[src/rtl/pipo_pkg.sv]
// Shared constants for the serial/parallel word path.
// DATA_W is also the default width of the downstream holding register.
package pipo_pkg;
    localparam int DATA_W = 8;
endpackage

[src/rtl/sipo_deserializer.sv]
// Serial-in, parallel-out deserializer with a one-word output slot and valid/ready handshakes.
// The next word can be shifted in while a completed word waits for the downstream stage.
module sipo_deserializer
    import pipo_pkg::*;
#(
    parameter int N         = DATA_W,
    parameter bit MSB_FIRST = 1'b1
) (
    input  logic                 clk,
    input  logic                 reset,
    input  logic                 i_clear,
    input  logic                 i_sin,
    input  logic                 i_sin_valid,
    output logic                 o_sin_ready,
    output logic [N-1:0]         o_word_out,
    output logic                 o_word_valid,
    input  logic                 i_word_ready,
    output logic [$clog2(N)-1:0] o_bit_count
);
    localparam int             CW       = $clog2(N);
    localparam logic [CW-1:0]  LAST_CNT = CW'(N - 1);

    logic [N-1:0]  r_sr;
    logic [CW-1:0] r_cnt;
    logic [N-1:0]  r_word_out;
    logic          r_word_valid;

    logic          w_free;
    logic          w_last;
    logic          w_acc;
    logic          w_consume;
    logic [N-1:0]  w_nv;

    assign w_free    = !r_word_valid || i_word_ready;
    assign w_last    = (r_cnt == LAST_CNT);
    // word_ready reaches sin_ready combinationally so the final bit can land
    // in the same cycle the pending word drains.
    assign o_sin_ready = !i_clear && !reset && (!w_last || w_free);
    assign w_acc     = i_sin_valid && o_sin_ready;
    assign w_consume = r_word_valid && i_word_ready;

    generate
        if (MSB_FIRST) begin : g_msb_first
            assign w_nv = (r_sr << 1) | {{(N-1){1'b0}}, i_sin};
        end else begin : g_lsb_first
            assign w_nv = (r_sr >> 1) | {i_sin, {(N-1){1'b0}}};
        end
    endgenerate

    always_ff @(posedge clk) begin
        if (reset) begin
            r_sr         <= '0;
            r_cnt        <= '0;
            r_word_out   <= '0;
            r_word_valid <= 1'b0;
        end else begin
            // Consume first so a completion in the same cycle overrides it.
            if (w_consume) begin
                r_word_valid <= 1'b0;
            end

            if (i_clear) begin
                r_sr  <= '0;
                r_cnt <= '0;
            end else if (w_acc) begin
                if (w_last) begin
                    r_word_out   <= w_nv;
                    r_word_valid <= 1'b1;
                    r_sr         <= '0;
                    r_cnt        <= '0;
                end else begin
                    r_sr  <= w_nv;
                    r_cnt <= r_cnt + CW'(1);
                end
            end
        end
    end

    assign o_word_out   = r_word_out;
    assign o_word_valid = r_word_valid;
    assign o_bit_count  = r_cnt;

endmodule

[config.mk]
export PLATFORM = sky130hd
export DESIGN_NAME = sipo_deserializer
export DESIGN_NICKNAME = d
export VERILOG_FILES = /design/src/rtl/pipo_pkg.sv /design/src/rtl/sipo_deserializer.sv
export SDC_FILE = /design/constraint.sdc
export NUM_CORES = 1
export LEC_CHECK = 0
export ABC_AREA = 1
export CAP_MARGIN = 30
export CORE_MARGIN = 3
export CORE_UTILIZATION = 30
export DETAILED_ROUTE_END_ITERATION = 12
export HOLD_SLACK_MARGIN = 0.1
export SLEW_MARGIN = 0
export SYNTH_ARGS = -nofsm -noshare
export SYNTH_HDL_FRONTEND = slang
export SYNTH_SLANG_ARGS = --single-unit
[constraint.sdc]
create_clock -name clk -period 3 [get_ports clk]
set_input_delay 0.6 -clock clk [delete_from_list [all_inputs] [get_ports clk]]
set_output_delay 0.6 -clock clk [all_outputs]
set_load 0.03 [all_outputs]
==> flow_summary.yaml, run 1 <==
floorplanning:
  pin_count: 19
  fp.coreArea_um2: 2780
  start_util: 0.318
  die_y_um: 60.3
  die_x_um: 60.3
  fp.dieArea_um2: 3640
  fp-row-count: 19
cts:
  clk_transition_reported_paths_ps: 110
  clock-root-buffer: "clkbuf_4"
  htree_levels: 1
  clock_latency_ps: 290
  postCtsResizedCells: 0
  cts_tree: "yes"
  cts_max_path_buffers: 2
  cts_buffers: 3
  postCtsHoldBufs: 0
  cts_sinks: 19
  postCtsSetupRepairBufs: 0
synth:
  ys_ff_latch: 19
  synth.cell_area_um2: 886
  syn_nets: 131
  syn_avg_cell_area_um2: 7.20
  ys_seq_area_frac: 0.429
  syn_inst: 123
  yosys-top-cells-area: "dfxtp_1, nor2_1, nand2_1, inv_1, buf_6"
  yosysTopAreaCell: "dfxtp_1"
  synth.yosys.warnings: 0
  netlist.area_leader.share: 0.429
  synth_cell_type_count: 15
pwr:
  vdd_drop_max_uv: 169
  powerDensity_nw_per_um2: 381
  leakage_nw: 0.545
drt:
  postRouteAntennaNets: 0
  firstDrtPassIters: 4
  drt-met1-wl_um: 828
  route.met2.wl_um: 714
  route.detailed.drc: 0
  finalWirelength_mm: 1.62
  via_per_inst: 4.28
  highest_layer: "met4"
  avgRoutedWirePerCell_um: 9.33
  num_vias: 744
  initialDrtViolationCount: 9
  wl_met3_um: 61
worst_setup_path:
  worstSetupPathType: "flop to primary output"
  crit_arrival_ps: 2190
  cp-end-kind: "primary output"
  cp_slowest_cell: "clkdlybuf4s50_1"
  crit_fanout: 9
  critPathMaxStageDelay_ps: 690
  cp_common_cell: "ha_1"
  worstPathRequired_ps: 2400
  crit_chain: "ha_1 > ha_1 > nand3_4 > nand2_1 > inv_1 > clkdlybuf4s50_1"
  cp-start-kind: "flop"
placement:
  dpl-instance-area_um2: 1080
  dp_slack_ps: 317
  dp_hpwl_mm: 1.17
  portBuffers: 18
  place_congestion: 0.729
global_routing:
  grt_max_degree: 18
  grt_pass1_wl_mm: 2.79
  grt_pass1_vias: 640
  grt_usage: 0.102
  grt_antenna_before_repair: 0
  globalRouteOverflowTotal: 0
finish:
  drive_gt1_frac: 0.0839
  fin_nets: 152
  seq_area_um2: 380
  fill_cells: 300
  syn_to_final_growth_pct: 24.9
  final_cell_mix: "nor2_1, nand2_1, inv_1"
  multi_input_area_um2: 390
  fin_area_um2: 1110
  utilization: 0.398
  diodes: 0
  final_common_cell: "nor2_1"
sta:
  whs_ps: 483
  maxSlewViolCount: 0
  worst_slack_ps: 210
  rsz0062_at_grt: "false"
  slew_headroom: 0.713
  fin_crit_ps: 2790
  tightestPinTransition_ps: 431
  period_share: 0.930
  fin_setup_tns_ps: 0
  hold_viol: 0
  setup_viol: 0
  fmax_mhz: 358
  skew_ps: 0.938
worst_hold_path:
  hp-class: "flop to flop"
outcome:
  status: "finished, final reports clean"
job:
  maxCapViolCount: 0
-- sequential cells by signal, indices dropped and copies added, names as in the netlist --
| signal | count |
|---|---|
| o_word_out | 8 |
| r_sr | 7 |
| o_bit_count | 3 |
| o_word_valid | 1 |
-- layer usage --
layer / up-vias / GRT usage
met2: 10 / 0.145
met5: - / 0
li1: 409 / -
met3: 2 / 0.0213
met1: 323 / 0.140
met4: 0 / 0.0665
-- kinds of logic (layout without fill, tap and decap cells) --
logic type,Yosys count,count (layout),share of synthesized area
flip-flops,19,19,0.429
adder cells (fa/ha/maj),2,2,0.0282
buffers and inverters,24,44,0.130
AO/OA/AOI/OAI,9,9,0.0508
AND/OR/NAND/NOR,69,69,0.362
-- per-stage QoR --
| step | power (mW) | instances |
|---|---|---|
| after detailed placement | 0.295 | 170 |
| after CTS | 0.428 | 174 |
| after global placement | 0.294 | 170 |
| final | 0.422 | 174 |
| after floorplan | 0.280 | 123 |
| after global routing | 0.445 | 174 |
-- final cells by class --
class                   instances  share of cell area
clock buffers                   3              0.0204
flip-flops and latches         19               0.344
repair buffers                 19               0.170
multi-input cells              80               0.353
clock inverters                 1             0.00452
well taps                      31              0.0351
inverters                      21              0.0735
-- worst paths after layout --
kind	from	endpoint	slack (ps)	depth (start not counted)
setup reg to reg	o_bit_count[0]	r_sr[2]	1290	7
hold / removal	r_sr[6]	r_sr[6]	480	2
hold reg to reg	r_sr[6]	r_sr[6]	480	2
setup / recovery	o_bit_count[0]	o_sin_ready	210	6
-- Yosys cell counts (all sizes together) --
master and number:
a21oi 3, ha 2, nand2 29, o21ai 6, nor2 32, dfxtp 19, nand3 7, inv 21
nand4 1, buf 3
-- power by group --
group | total, mW | switching (mW) | internal, mW | leakage (nW)
clock network | 0.132 | 0.0828 | 0.0496 | 0.0177
logic | 0.0337 | 0.0202 | 0.0135 | 0.374
registers | 0.256 | 0.00118 | 0.254 | 0.153
-- critical path, delay by kind of cell, from the launching register on --
family                     cells  cell delay, ps
buffers and inverters          2             800
DFF                            1             350
adders and majority gates      2             530
and+or+nand+nor                2             220
Power figures use the tool's default switching activity.
==> inputs of run 2 (changes only) <==
--- a/config.mk
+++ b/config.mk
@@ -8,9 +8,10 @@
 export ABC_AREA = 1
 export CAP_MARGIN = 30
 export CORE_MARGIN = 3
-export CORE_UTILIZATION = 30
+export CORE_UTILIZATION = 52
 export DETAILED_ROUTE_END_ITERATION = 12
 export HOLD_SLACK_MARGIN = 0.1
+export PLACE_DENSITY = 0.81
 export SLEW_MARGIN = 0
 export SYNTH_ARGS = -nofsm -noshare
 export SYNTH_HDL_FRONTEND = slang
==> run 2 against run 1 <==
  * Wire length rose by 5.3%
  * Setup slack improved by 1.2 ps
  * Count of clock-buffer cells in the layout rose by 1
  * Via count rose by 2.3%
  * Sequential share of layout area rose by 0.63 points
  * Die area fell by 39%
  * Hold slack improved by 4.7 ps
  * Combinational power rose by 2%
  * Design area fell by 1.8%
  * Non-clock buffer count did not move
  * Global-route usage rose by 7.6 points
  * Flip-flop and latch count did not move
==> flow_summary.yaml, run 2 (synthesis gave the netlist of run 1 again) <==
outcome:
  status: "finished, final reports clean"
cts:
  clk_transition_reported_paths_ps: 110
  postCtsSetupRepairBufs: 0
  clock-root-buffer: "clkbuf_4"
  htree_levels: 1
  postCtsHoldBufs: 0
  cts_sinks: 19
  postCtsResizedCells: 0
  clock_latency_ps: 290
  cts_buffers: 3
  cts_max_path_buffers: 2
  cts_tree: "yes"
sta:
  tightestPinTransition_ps: 444
  maxSlewViolCount: 0
  rsz0062_at_grt: "false"
  hold_viol: 0
  period_share: 0.930
  skew_ps: 2.47
  fin_setup_tns_ps: 0
  slew_headroom: 0.704
  fin_crit_ps: 2790
  fmax_mhz: 359
  setup_viol: 0
  worst_slack_ps: 211
pwr:
  clkPwrFrac: 0.307
  leakage_nw: 0.542
  p_sw_frac: 0.237
  cellInternalPower_mw: 0.320
  vdd_drop_max_uv: 265
  powerDensity_nw_per_um2: 385
  seqPwrFrac: 0.610
  p_switching_mw: 0.0991
  combPwrFrac: 0.082
drt:
  via_per_inst: 4.79
  postRouteAntennaNets: 0
  initialDrtViolationCount: 18
  avgRoutedWirePerCell_um: 10.7
  finalWirelength_mm: 1.71
  route.detailed.drc: 0
  num_vias: 761
  firstDrtPassIters: 4
placement:
  dp_hpwl_mm: 1.28
  place_congestion: 0.772
  portBuffers: 18
  dp_slack_ps: 320
  dpl-instance-area_um2: 1060
finish:
  diodes: 0
  multi_input_area_um2: 390
  fin_nets: 152
  final_cell_mix: "nor2_1, nand2_1, inv_1"
  fill_cells: 134
  utilization: 0.697
  syn_to_final_growth_pct: 22.6
  largest_reg_flops: 8
  seq_area_um2: 380
  final_common_cell: "nor2_1"
  fin_area_um2: 1090
  drive_gt1_frac: 0.0769
global_routing:
  grt_antenna_before_repair: 0
  grt_max_degree: 18
  globalRouteOverflowTotal: 0
  grt_pass1_vias: 693
  grt_pass1_wl_mm: 2.86
  grt_usage: 0.178
floorplanning:
  die_x_um: 47.3
  fp-row-count: 14
  pin_count: 19
  die_y_um: 47.3
  fp.coreArea_um2: 1560
  fp.dieArea_um2: 2230
  start_util: 0.568
worst_setup_path:
  worstPathRequired_ps: 2400
  worstSetupPathType: "flop to primary output"
  cp-start-kind: "flop"
  cp-end-kind: "primary output"
  crit_arrival_ps: 2190
  crit_fanout: 9
worst_hold_path:
  hp-class: "flop to flop"
job:
  maxCapViolCount: 0
run 2: changes by cell type in the layout (fill, tap and decap cells not counted), sizes merged:
cell    previous run  this run
clkbuf             3         4
clkinv             1         0
run 2: cell type report:
type	count	share of cell area
inverters	21	0.0749
repair buffers	19	0.173
well taps	16	0.0184
multi-input cells	80	0.359
clock buffers	4	0.0242
flip-flops and latches	19	0.350
run 2: worst max-delay path, cell delays in order, from the launching register on:
cell	delay (ps)
dfxtp_1	350
ha_1	200
ha_1	340
nand3_4	170
nand2_1	60
inv_1	100
clkdlybuf4s50_1	680
run 2: final timing paths:
check                                     from          end  slack [ps]  cells past startpoint
worst max-delay path            o_bit_count[0]  o_sin_ready         210                      6
worst min-delay path                   r_sr[6]      r_sr[6]         490                      2
worst max register to register  o_bit_count[0]      r_sr[4]        1240                      7
worst min register to register         r_sr[6]      r_sr[6]         490                      2
run 2: stage by stage:
stage	cells	power, mW	hold WS (ps)
2_1_floorplan	123	0.280	444
3_3_place_gp	155	0.294	458
3_5_place_dp	155	0.295	469
4_1_cts	159	0.422	486
5_1_grt	159	0.438	515
6_report	159	0.419	487
run 2: power groups by stage:
stage	Combinational [mW]	Clock, mW	Sequential (mW)
4_1_cts	0.0342	0.132	0.256
5_1_grt	0.0378	0.144	0.256
6_report	0.0344	0.129	0.256
3_5_place_dp	0.0341	0	0.261
3_3_place_gp	0.0326	0	0.261
2_1_floorplan	0.0178	0	0.262
run 2: metal layers:
metal / vias to the layer above / GRT usage / share of wire
met1: 341 / 0.226 / 0.48
li1: 411 / - / -
met5: - / 0 / 0
met2: 7 / 0.294 / 0.50
met4: 0 / 0.0663 / 0.0023
met3: 2 / 0.0383 / 0.020
==> inputs of run 3 (changes only) <==
--- a/config.mk
+++ b/config.mk
@@ -8,10 +8,11 @@
 export ABC_AREA = 1
 export CAP_MARGIN = 30
 export CORE_MARGIN = 3
-export CORE_UTILIZATION = 52
+export CORE_UTILIZATION = 55
+export CTS_BUF_LIST = sky130_fd_sc_hd__clkbuf_8
 export DETAILED_ROUTE_END_ITERATION = 12
 export HOLD_SLACK_MARGIN = 0.1
-export PLACE_DENSITY = 0.81
+export PLACE_DENSITY = 0.85
 export SLEW_MARGIN = 0
 export SYNTH_ARGS = -nofsm -noshare
 export SYNTH_HDL_FRONTEND = slang
==> run 3 against run 2 <==
  * Final cell count is 0.63% lower
  * Highest routed layer unchanged
  * Setup slack better by 17 ps
  * Hold slack worse by 14 ps
==> flow_summary.yaml, run 3 (synthesis gave the netlist of run 1 again) <==
finish:
  syn_to_final_growth_pct: 24.6
  fin_nets: 152
  final_common_cell: "nor2_1"
  fill_cells: 104
  fin_cells: 158
  largest_reg_flops: 8
  final_cell_mix: "nor2_1, nand2_1, inv_1"
  drive_gt1_frac: 0.0769
  diodes: 0
floorplanning:
  fp.dieArea_um2: 2130
  die_x_um: 46.1
  pin_count: 19
  fp-row-count: 13
  fp.coreArea_um2: 1400
  start_util: 0.633
  die_y_um: 46.1
sta:
  setup_viol: 0
  slew_headroom: 0.693
  fmax_mhz: 361
  period_share: 0.924
  fin_setup_tns_ps: 0
  tightestPinTransition_ps: 460
  fin_crit_ps: 2770
  maxSlewViolCount: 0
  hold_viol: 0
  skew_ps: 5.13
  rsz0062_at_grt: "false"
pwr:
  powerDensity_nw_per_um2: 417
  combPwrFrac: 0.074
  clkPwrFrac: 0.371
  seqPwrFrac: 0.555
  vdd_drop_max_uv: 252
  cellInternalPower_mw: 0.359
  leakage_nw: 0.554
  p_switching_mw: 0.102
  p_sw_frac: 0.221
worst_setup_path:
  worstSetupPathType: "flop to primary output"
  crit_family: "buffers and inverters"
  crit_fanout: 9
  cp-start-kind: "flop"
  cp_slowest_cell: "clkdlybuf4s50_1"
  worstPathRequired_ps: 2400
  r2r_slack_ps: 1200
  crit_arrival_ps: 2170
  crit_chain: "ha_1 > ha_1 > nand3_4 > nand2_1 > inv_1 > clkdlybuf4s50_1"
  cp-end-kind: "primary output"
  cp_common_cell: "ha_1"
  path_buf_inv: 2
  critPathMaxStageDelay_ps: 690
global_routing:
  grt_max_degree: 18
  grt_antenna_before_repair: 0
  grt_pass1_wl_mm: 2.74
  grt_usage: 0.179
  globalRouteOverflowTotal: 0
  grt_pass1_vias: 647
cts:
  cts_sinks: 19
  clock_latency_ps: 250
  clk_transition_reported_paths_ps: 70
  postCtsHoldBufs: 0
  cts_tree: "yes"
  cts_max_path_buffers: 2
  clock-root-buffer: "clkbuf_8"
  cts_buffers: 3
  postCtsResizedCells: 0
  htree_levels: 1
  postCtsSetupRepairBufs: 0
placement:
  dp_hpwl_mm: 1.16
  place_congestion: 0.802
  portBuffers: 18
  placed_cells: 154
job:
  maxCapViolCount: 0
drt:
  num_vias: 760
  initialDrtViolationCount: 11
  finalWirelength_mm: 1.63
  firstDrtPassIters: 4
  route.detailed.drc: 0
  postRouteAntennaNets: 0
  avgRoutedWirePerCell_um: 10.3
  via_per_inst: 4.81
outcome:
  status: "finished, final reports clean"
worst_hold_path:
  hp-class: "flop to flop"
run 3: cell types whose count changed in the layout (fill, tap and decap cells not counted), sizes merged:
cell	delta
inv	+1
clkbuf	-1
run 3: final timing paths:
| kind | startpoint | end | cells after the start |
|---|---|---|---|
| worst max register to register | o_bit_count[0] | r_sr[3] | 7 |
| worst min register to register | r_sr[6] | r_sr[6] | 2 |
| worst max-delay path | o_bit_count[0] | o_sin_ready | 6 |
| worst min-delay path | r_sr[6] | r_sr[6] | 2 |
run 3: worst register-to-register path: cells and delay by family, from the launching register on:
kind / cells / cell delay (ps)
DFF: 1 / 380
AOI/OAI and AO/OA: 1 / 100
and+or+nand+nor: 4 / 600
adders and majority gates: 2 / 590
run 3: metrics by stage:
step	setup slack (ps)	total power [mW]	utilization	area, um^2	hold slack (ps)
floorplan	1060	0.280	-	886	444
global placement	355	0.294	0.757	1060	459
detailed placement	319	0.295	0.757	1060	460
CTS	225	0.466	0.789	1100	474
global route	146	0.481	0.789	1100	502
finish	228	0.460	0.789	1100	473
run 3: cell type report:
cell class | instances | area (um^2) | share of cell area
Clock buffer | 3 | 41.3 | 0.0374
Clock inverter | 1 | 3.75 | 0.00340
Inverter | 21 | 81.3 | 0.0737
Multi-Input combinational cell | 80 | 390 | 0.354
Sequential cell | 19 | 380 | 0.345
Tap cell | 15 | 18.8 | 0.0170
Timing Repair Buffer | 19 | 188 | 0.170
run 3: metal layers:
layer	track usage	routed length (um)	up-vias
met5	0	0	-
met2	0.283	749	13
met4	0.0852	23	0
met1	0.229	797	331
li1	-	-	412
met3	0.0391	60	4
run 3: power groups by stage:
stage / combinational [mW] / clock [mW] / sequential [mW]
after global routing: 0.0373 / 0.188 / 0.256
final: 0.0341 / 0.171 / 0.256
after detailed placement: 0.0339 / 0 / 0.261
after floorplan: 0.0178 / 0 / 0.262
after CTS: 0.0341 / 0.176 / 0.256
after global placement: 0.0326 / 0 / 0.261
